$ cat src/rtl/bit_scan_unit_if.sv
`default_nettype none
// ============================================================================
// Module      : bit_scan_unit_if
// Description : Handshake/operand bundle for bit_scan_unit.
//               master : start, data, type_sel out; busy, done, result, found in
//               slave  : the mirror image (used by bit_scan_unit)
//               type_sel carries the 2-bit scan mode ("type" is a reserved
//               word in SystemVerilog, so it cannot be used as a name):
//                 00 lowest 1, 01 lowest 0, 10 highest 1, 11 highest 0
// Revision    : 1.0 - initial release
// ============================================================================
interface bit_scan_unit_if #(
  parameter int WIDTH = 32,
  parameter int RW    = $clog2(WIDTH + 1)
) ();

  logic             start;
  logic [WIDTH-1:0] data;
  logic [1:0]       type_sel;
  logic             busy;
  logic             done;
  logic [RW-1:0]    result;
  logic             found;

  modport master (
    output start, data, type_sel,
    input  busy, done, result, found
  );

  modport slave (
    input  start, data, type_sel,
    output busy, done, result, found
  );

endinterface
`default_nettype wire

$ cat src/rtl/bit_scan_unit.sv
`default_nettype none
// ============================================================================
// Module      : bit_scan_unit
// Description : Multi-cycle bit-position finder. Locates the lowest/highest
//               set/clear bit of a WIDTH-bit operand, examining CHUNK bits per
//               cycle under a start/busy/done handshake.
// Ports       : clk    - clock, rising edge
//               reset  - synchronous, active-high
//               bus    - bit_scan_unit_if.slave (start, data, type_sel in;
//                        busy, done, result, found out)
// Parameters  : WIDTH  - operand width, multiple of CHUNK
//               CHUNK  - bits examined per scan cycle (power of two)
//               RW     - result width, derived, do not override
// Config      : `BITSCAN_EARLY_EXIT_EN - when defined, the scan stops on the
//               first chunk that contains a match (data-dependent latency);
//               when undefined, all WIDTH/CHUNK chunks are always scanned.
// Revision    : 1.0 - initial release
// ============================================================================
module bit_scan_unit #(
  parameter int WIDTH = 32,
  parameter int CHUNK = 4,
  parameter int RW    = $clog2(WIDTH + 1)
) (
  input  logic           clk,
  input  logic           reset,
  bit_scan_unit_if.slave bus
);

  localparam int             N        = WIDTH / CHUNK;
  localparam int             KW       = (N > 1) ? $clog2(N) : 1;
  localparam int             PW       = (CHUNK > 1) ? $clog2(CHUNK) : 1;
  localparam logic [KW-1:0]  K_LAST   = KW'(N - 1);
  localparam logic [RW-1:0]  NONE_IDX = RW'(WIDTH);

  typedef enum logic [1:0] {
    ST_IDLE = 2'd0,
    ST_SCAN = 2'd1,
    ST_DONE = 2'd2
  } state_t;

  state_t           state_q,   state_d;
  logic [KW-1:0]    k_q,       k_d;
  logic [WIDTH-1:0] data_q,    data_d;
  logic [1:0]       type_q,    type_d;
  logic             hit_q,     hit_d;
  logic [RW-1:0]    hit_idx_q, hit_idx_d;
  logic [RW-1:0]    result_q,  result_d;
  logic             found_q,   found_d;

  // Chunk datapath (driven only from registers)
  logic [CHUNK-1:0] chunks [N];
  logic [KW-1:0]    chunk_sel;
  logic [CHUNK-1:0] chunk_bits;
  logic             chunk_hit;
  logic [PW-1:0]    chunk_pos;
  logic [RW-1:0]    chunk_idx;
  logic             scan_last;

  for (genvar g = 0; g < N; g++) begin : g_chunks
    assign chunks[g] = data_q[g*CHUNK +: CHUNK];
  end

  always_comb begin
    // High modes walk the chunks from the top of the operand downward.
    chunk_sel  = type_q[1] ? (K_LAST - k_q) : k_q;
    // Clear-bit modes become set-bit searches on the inverted chunk.
    chunk_bits = type_q[0] ? ~chunks[chunk_sel] : chunks[chunk_sel];
    chunk_hit  = 1'b0;
    chunk_pos  = '0;
    // Low modes keep the first (lowest) match; high modes let later,
    // higher matches overwrite so the highest one survives.
    for (int i = 0; i < CHUNK; i++) begin
      if (chunk_bits[i] && (!chunk_hit || type_q[1])) begin
        chunk_pos = PW'(i);
      end
      if (chunk_bits[i]) begin
        chunk_hit = 1'b1;
      end
    end
    chunk_idx = RW'(chunk_sel) * RW'(CHUNK) + RW'(chunk_pos);
  end

  always_comb begin
    state_d   = state_q;
    k_d       = k_q;
    data_d    = data_q;
    type_d    = type_q;
    hit_d     = hit_q;
    hit_idx_d = hit_idx_q;
    result_d  = result_q;
    found_d   = found_q;
    scan_last = 1'b0;

    case (state_q)
      ST_IDLE: begin
        if (bus.start) begin
          state_d   = ST_SCAN;
          data_d    = bus.data;
          type_d    = bus.type_sel;
          k_d       = '0;
          hit_d     = 1'b0;
          hit_idx_d = '0;
        end
      end

      ST_SCAN: begin
        // Only the first matching chunk is recorded.
        if (chunk_hit && !hit_q) begin
          hit_d     = 1'b1;
          hit_idx_d = chunk_idx;
        end
        k_d = k_q + 1'b1;
`ifdef BITSCAN_EARLY_EXIT_EN
        scan_last = chunk_hit || (k_q == K_LAST);
`else
        scan_last = (k_q == K_LAST);
`endif
        // Visible result/found are only updated on the way into DONE so
        // they hold steady for the whole scan.
        if (scan_last) begin
          state_d  = ST_DONE;
          k_d      = '0;
          found_d  = hit_d;
          result_d = hit_d ? hit_idx_d : NONE_IDX;
        end
      end

      ST_DONE: begin
        state_d = ST_IDLE;
      end

      default: begin
        state_d = ST_IDLE;
      end
    endcase
  end

  always_ff @(posedge clk) begin
    if (reset) begin
      state_q   <= ST_IDLE;
      k_q       <= '0;
      data_q    <= '0;
      type_q    <= '0;
      hit_q     <= 1'b0;
      hit_idx_q <= '0;
      result_q  <= '0;
      found_q   <= 1'b0;
    end else begin
      state_q   <= state_d;
      k_q       <= k_d;
      data_q    <= data_d;
      type_q    <= type_d;
      hit_q     <= hit_d;
      hit_idx_q <= hit_idx_d;
      result_q  <= result_d;
      found_q   <= found_d;
    end
  end

  assign bus.busy   = (state_q == ST_SCAN);
  assign bus.done   = (state_q == ST_DONE);
  assign bus.result = result_q;
  assign bus.found  = found_q;

endmodule
`default_nettype wire

$ cat src/flat_wrapper.sv
// flat-port wrapper written by rule: the top's interface ports become plain ports
module bit_scan_unit_flat 
#(
  parameter int WIDTH = 32,
  parameter int CHUNK = 4,
  parameter int RW    = $clog2(WIDTH + 1)
)
  (clk, reset, bus_start, bus_data, bus_type_sel, bus_busy, bus_done, bus_result, bus_found);
  bit_scan_unit_if #(.WIDTH(WIDTH), .RW(RW)) bus_i ();
  input  logic clk;
  input  logic reset;
  input wire logic [$bits(bus_i.start)-1:0] bus_start;
  input wire logic [$bits(bus_i.data)-1:0] bus_data;
  input wire logic [$bits(bus_i.type_sel)-1:0] bus_type_sel;
  output wire logic [$bits(bus_i.busy)-1:0] bus_busy;
  output wire logic [$bits(bus_i.done)-1:0] bus_done;
  output wire logic [$bits(bus_i.result)-1:0] bus_result;
  output wire logic [$bits(bus_i.found)-1:0] bus_found;
  assign bus_i.start = bus_start;
  assign bus_i.data = bus_data;
  assign bus_i.type_sel = bus_type_sel;
  assign bus_busy = bus_i.busy;
  assign bus_done = bus_i.done;
  assign bus_result = bus_i.result;
  assign bus_found = bus_i.found;
  bit_scan_unit #(.WIDTH(WIDTH), .CHUNK(CHUNK), .RW(RW)) u_core (.clk(clk), .reset(reset), .bus(bus_i));
endmodule
$ cat config.mk
export PLATFORM = sky130hd
export DESIGN_NAME = bit_scan_unit_flat
export DESIGN_NICKNAME = d
export VERILOG_FILES = /design/src/rtl/bit_scan_unit_if.sv /design/src/rtl/bit_scan_unit.sv /design/src/flat_wrapper.sv
export SDC_FILE = /design/constraint.sdc
export NUM_CORES = 1
export LEC_CHECK = 0
export BUFFER_PORTS_ARGS = -buffer_cell sky130_fd_sc_hd__buf_2
export CORE_MARGIN = 3
export CORE_UTILIZATION = 40
export CTS_CLUSTER_SIZE = 8
export DETAILED_ROUTE_END_ITERATION = 8
export GPL_TIMING_DRIVEN = 0
export PLACE_DENSITY_LB_ADDON = 0.12
export SYNTH_ARGS = -nofsm -noshare
export SYNTH_HDL_FRONTEND = slang
export SYNTH_SLANG_ARGS = --single-unit
$ cat constraint.sdc
create_clock -name clk -period 5.8 [get_ports clk]
set_input_delay 0.58 -clock clk [delete_from_list [all_inputs] [get_ports clk]]
set_output_delay 0.58 -clock clk [all_outputs]
set_load 0.01 [all_outputs]
==> impl.org <==
** Status
- Result of the run :: finished clean

** Worst setup path
- For flop-to-flop paths, the worst setup slack is 2.88 ns.
- The worst register-to-register path begins at u_core.k_q[1].
- Measured in cells, the most critical reg-to-reg path has a length of 8.
- Kind of end point of the critical path :: flop
- At the worst endpoint, the required time is 6.00 ns.
- Endpoint of the most critical register-to-register path :: u_core.hit_idx_q[3]
- Critical path data arrival time :: 3.12 ns
- Along the worst path, the maximum fanout reaches 10.
- Critical setup path kind :: reg -> reg
- STA classifies the critical path startpoint as a flop.

** Drt
- After detailed routing, the number of remaining DRC violations is 0.
- In this run the remaining antenna-violating nets after routing total 0.
- After detailed routing, the number of vias per cell comes to 5.356.
- First-pass DRT Iterations :: 4
- Routed wire length :: 6.589 mm
- Vias post-DR :: 2410
- Violation count after the first detailed-routing iteration :: 91
- Average wire per standard cell :: 14.64 um

** Synth
- Post-Synthesis Net Count :: 359
- Count of flip-flops with a built-in enable after synthesis :: 0
- Synthesized area divided by synthesized cell count :: 8.649 sq um
- In this run, distinct cell masters in the synthesized netlist total 56.
- Synthesis produced 320 cells.
- In this run the cell area of the synthesized design comes to 0.002768 sq mm.
- Ys async rst share :: 0
- Sequential area share after synthesis :: 0.3834
- After synthesis, the cell types taking the most area are sky130_fd_sc_hd__dfxtp_1 38%, sky130_fd_sc_hd__mux4_2 11%, sky130_fd_sc_hd__nand2_1 11%, sky130_fd_sc_hd__a21oi_1 7.2%, sky130_fd_sc_hd__nand3_1 3.3%.
- For this run, the number of Yosys warnings is 0.
- In the post-synthesis netlist, the cell with the most instances is sky130_fd_sc_hd__nand2_1.
- Of the post-synthesis cell area, the dominant cell type holds 0.3834.
- Among all flip-flop cells after synthesis, the most frequent one is sky130_fd_sc_hd__dfxtp_1.
- Cell type contributing the most total cell area after synthesis :: sky130_fd_sc_hd__dfxtp_1
- Counting instances in the post-synthesis netlist gives the leading cell types as 80 x sky130_fd_sc_hd__nand2_1, 53 x sky130_fd_sc_hd__dfxtp_1, 40 x sky130_fd_sc_hd__a21oi_1.
- Counting flops and latches in the post-synthesis netlist gives 53.

** Place
- Once detailed placement completed, the half-perimeter wirelength came to 5.002 mm.
- Total of buffers placed on input and output ports :: 45
- Final Wtd Congestion :: 0.8362

** Final layout
- Storage element area :: 0.001061 sq mm
- The repair_antennas step left the layout with diodes totalling 0.
- From synthesis to final layout, the design area changed by 15.28%.
- Share of layout cells above drive strength 1 :: 0.2145
- Final core area utilization :: 0.4885
- Counting the fill cells in the layout gives 654.
- Area occupied by multi-input gates :: 0.001551 sq mm
- For this run, the post-layout net count is 411.

** Run
- Across the run, the number of max-cap violations was 0.

** Global route
- The number of global-route vias before repair is 2307.
- The first global-routing pass estimated 11.15 mm of wire.
- The total overflow left after global routing is 0.
- Initial antenna violation count :: 0
- In the global route stage, overall resource usage came out at 0.1819.
- Maximum number of pins on one net before global-route repair :: 16

** Floorplanning
- Die Span Y :: 89.18 um
- Number of top-level design ports :: 46
- The die covers 0.007953 sq mm.
- Starting utilization of the core area :: 0.4238
- The core region is 0.006531 sq mm.
- Row generation in the floorplan step produced 29 rows.
- Die span in x :: 89.18 um

** Pwr
- IR analysis of the VDD net gives a maximum drop of 0.00008895 V.
- Static Leak :: 1.198 nW
- Power spread over the standard cell area amounts to 241.8 mW/mm^2.

** Clocking
- The longest clock path from root to sink contains 2 buffers.
- TritonCTS built the clock tree.
- The tree is rooted in a sky130_fd_sc_hd__clkbuf_8.
- The clock tree synthesis step divided the H-tree into 2 levels.
- After clock tree synthesis, the clock-pin slew on the worst setup and hold paths is 0.10 ns.
- The number of gates resized after CTS was 0.
- Hold-fix buffers, CTS :: 0
- TritonCTS Sinks :: 53
- Number of setup buffers added after CTS :: 0
- The number of clock buffers added by TritonCTS is 5.
- The clock reaches the later pin of the worst-skew pair after 0.30 ns.

** STA
- The worst path in the final design needs a cycle of 2.917 ns, including I/O delays and setup.
- Setup repair after global routing left no endpoint under its margin.
- Period Utilization, post-route :: 0.5030
- Max-slew violation count :: 0
- Count of final hold-check violations :: 0
- Slew at the pin with the worst max-slew slack :: 0.6173 ns
- Total Neg Setup Slack :: 0 ns
- Count of endpoints failing setup in the final report :: 0
- The worst pin sits at a relative slew slack of 0.5885.
- Max Clock Freq :: 342.8 MHz
- Final setup skew :: 0.004310 ns

** Hold path
- The worst hold path passes through 2 cells.
- Tightest Hold Check Type :: reg -> reg
- Endpoint of the worst hold path :: u_core.bus.result[5]
- The startpoint identified for the worst hold timing path is u_core.bus.result[5].
[state kept, by name, summed over array words and instances, names as in the netlist]
name / count
u_core.type_q: 2
u_core.bus.found: 1
u_core.hit_q: 1
u_core.data_q: 32
u_core.k_q: 3
u_core.state_q: 2
u_core.bus.result: 6
u_core.hit_idx_q: 6
[layout by cell type (no fill, tap or decap), types with 2 or more instances in the layout]
| cell | instances |
|---|---|
| sky130_fd_sc_hd__nand2_1 | 80 |
| sky130_fd_sc_hd__dfxtp_1 | 53 |
| sky130_fd_sc_hd__buf_2 | 46 |
| sky130_fd_sc_hd__a21oi_1 | 40 |
| sky130_fd_sc_hd__nand3_1 | 18 |
| sky130_fd_sc_hd__clkbuf_1 | 15 |
| sky130_fd_sc_hd__mux4_2 | 14 |
| sky130_fd_sc_hd__nor2_1 | 13 |
| sky130_fd_sc_hd__clkbuf_8 | 7 |
| sky130_fd_sc_hd__nor3_1 | 6 |
| sky130_fd_sc_hd__buf_1 | 5 |
| sky130_fd_sc_hd__inv_1 | 5 |
| sky130_fd_sc_hd__nor2b_1 | 4 |
| sky130_fd_sc_hd__buf_6 | 4 |
| sky130_fd_sc_hd__nand4_1 | 3 |
| sky130_fd_sc_hd__mux2i_1 | 3 |
| sky130_fd_sc_hd__o211ai_1 | 3 |
| sky130_fd_sc_hd__and2_1 | 2 |
| sky130_fd_sc_hd__a22o_1 | 2 |
| sky130_fd_sc_hd__xnor2_1 | 2 |
| sky130_fd_sc_hd__nand3b_1 | 2 |
| sky130_fd_sc_hd__nand2b_1 | 2 |
| sky130_fd_sc_hd__and4_1 | 2 |
| sky130_fd_sc_hd__a211o_1 | 2 |
| sky130_fd_sc_hd__o21ai_0 | 2 |
| sky130_fd_sc_hd__a2111oi_0 | 2 |
| sky130_fd_sc_hd__a221oi_1 | 2 |
| sky130_fd_sc_hd__a31oi_1 | 2 |
| sky130_fd_sc_hd__o2bb2ai_1 | 2 |
| sky130_fd_sc_hd__ha_1 | 2 |
[routing by layer]
layer / up-vias / wire (um) / track usage
met1: 1122 / 3218 / 0.2359
met4: 0 / 70 / 0.04871
li1: 1247 / - / -
met5: - / 0 / 0
met3: 4 / 221 / 0.03871
met2: 37 / 3078 / 0.3074
[layout make-up]
cell class                      instances  share of cell area
Timing Repair Buffer                   45             0.07059
Buffer                                 26             0.04157
Sequential cell                        53              0.3325
Inverter                                6            0.007059
Clock buffer                            7             0.03020
Clock inverter                          1            0.001569
Tap cell                               77             0.03020
Multi-Input combinational cell        235              0.4863
[stage by stage]
step | cells | area (sq um) | power, W | hold WS [ns] | setup WS [ns]
final | 450 | 3191 | 0.0007714 | 0.4575 | 2.883
after global routing | 450 | 3191 | 0.0008136 | 0.4904 | 2.668
after CTS | 450 | 3191 | 0.0007796 | 0.4620 | 2.868
after detailed placement | 442 | 3089 | 0.0005511 | 0.4485 | 2.891
after global placement | 442 | 3089 | 0.0005488 | 0.4430 | 2.898
after floorplan | 320 | 2768 | 0.0005076 | 0.4301 | 3.320
[cell families (layout without fill, tap and decap cells)]
group	count (synthesis)	in the layout	synth area share
compound gates	74	74	0.1858
xor+xnor	4	4	0.01537
fa+ha+maj	2	2	0.009040
buf+inv	32	85	0.05605
flops	53	53	0.3834
mux	17	17	0.1248
simple gates	138	138	0.2256
[power by group]
group	total [W]	internal, W	switching (W)
sequential	0.000396	0.000382	0.0000145
combinational	0.000145	0.0000616	0.0000837
clock	0.000230	0.000108	0.000122
[critical path, cell delays in order, from the launching register on]
cell                       delay [ns]
sky130_fd_sc_hd__dfxtp_1         0.53
sky130_fd_sc_hd__buf_6           0.22
sky130_fd_sc_hd__mux4_2          0.50
sky130_fd_sc_hd__mux2i_1         0.22
sky130_fd_sc_hd__nand2b_1        0.20
sky130_fd_sc_hd__a211oi_2        0.12
sky130_fd_sc_hd__a221oi_4        0.52
sky130_fd_sc_hd__o22ai_1         0.26
sky130_fd_sc_hd__a32o_1          0.25
[how the worst max path moves through the flow]
stage | start | endpoint | slack [ns] | cells after the start
2_1_floorplan | u_core.k_q[1] | u_core.hit_idx_q[3] | 3.32 | 8
3_3_place_gp | u_core.k_q[1] | u_core.hit_idx_q[3] | 2.90 | 8
3_5_place_dp | u_core.k_q[1] | u_core.hit_idx_q[3] | 2.89 | 8
4_1_cts | u_core.k_q[1] | u_core.hit_idx_q[3] | 2.87 | 8
5_1_grt | u_core.k_q[1] | u_core.hit_idx_q[3] | 2.67 | 8
6_report | u_core.k_q[1] | u_core.hit_idx_q[3] | 2.88 | 8
Note: power is estimated with default switching activity, not from simulation.
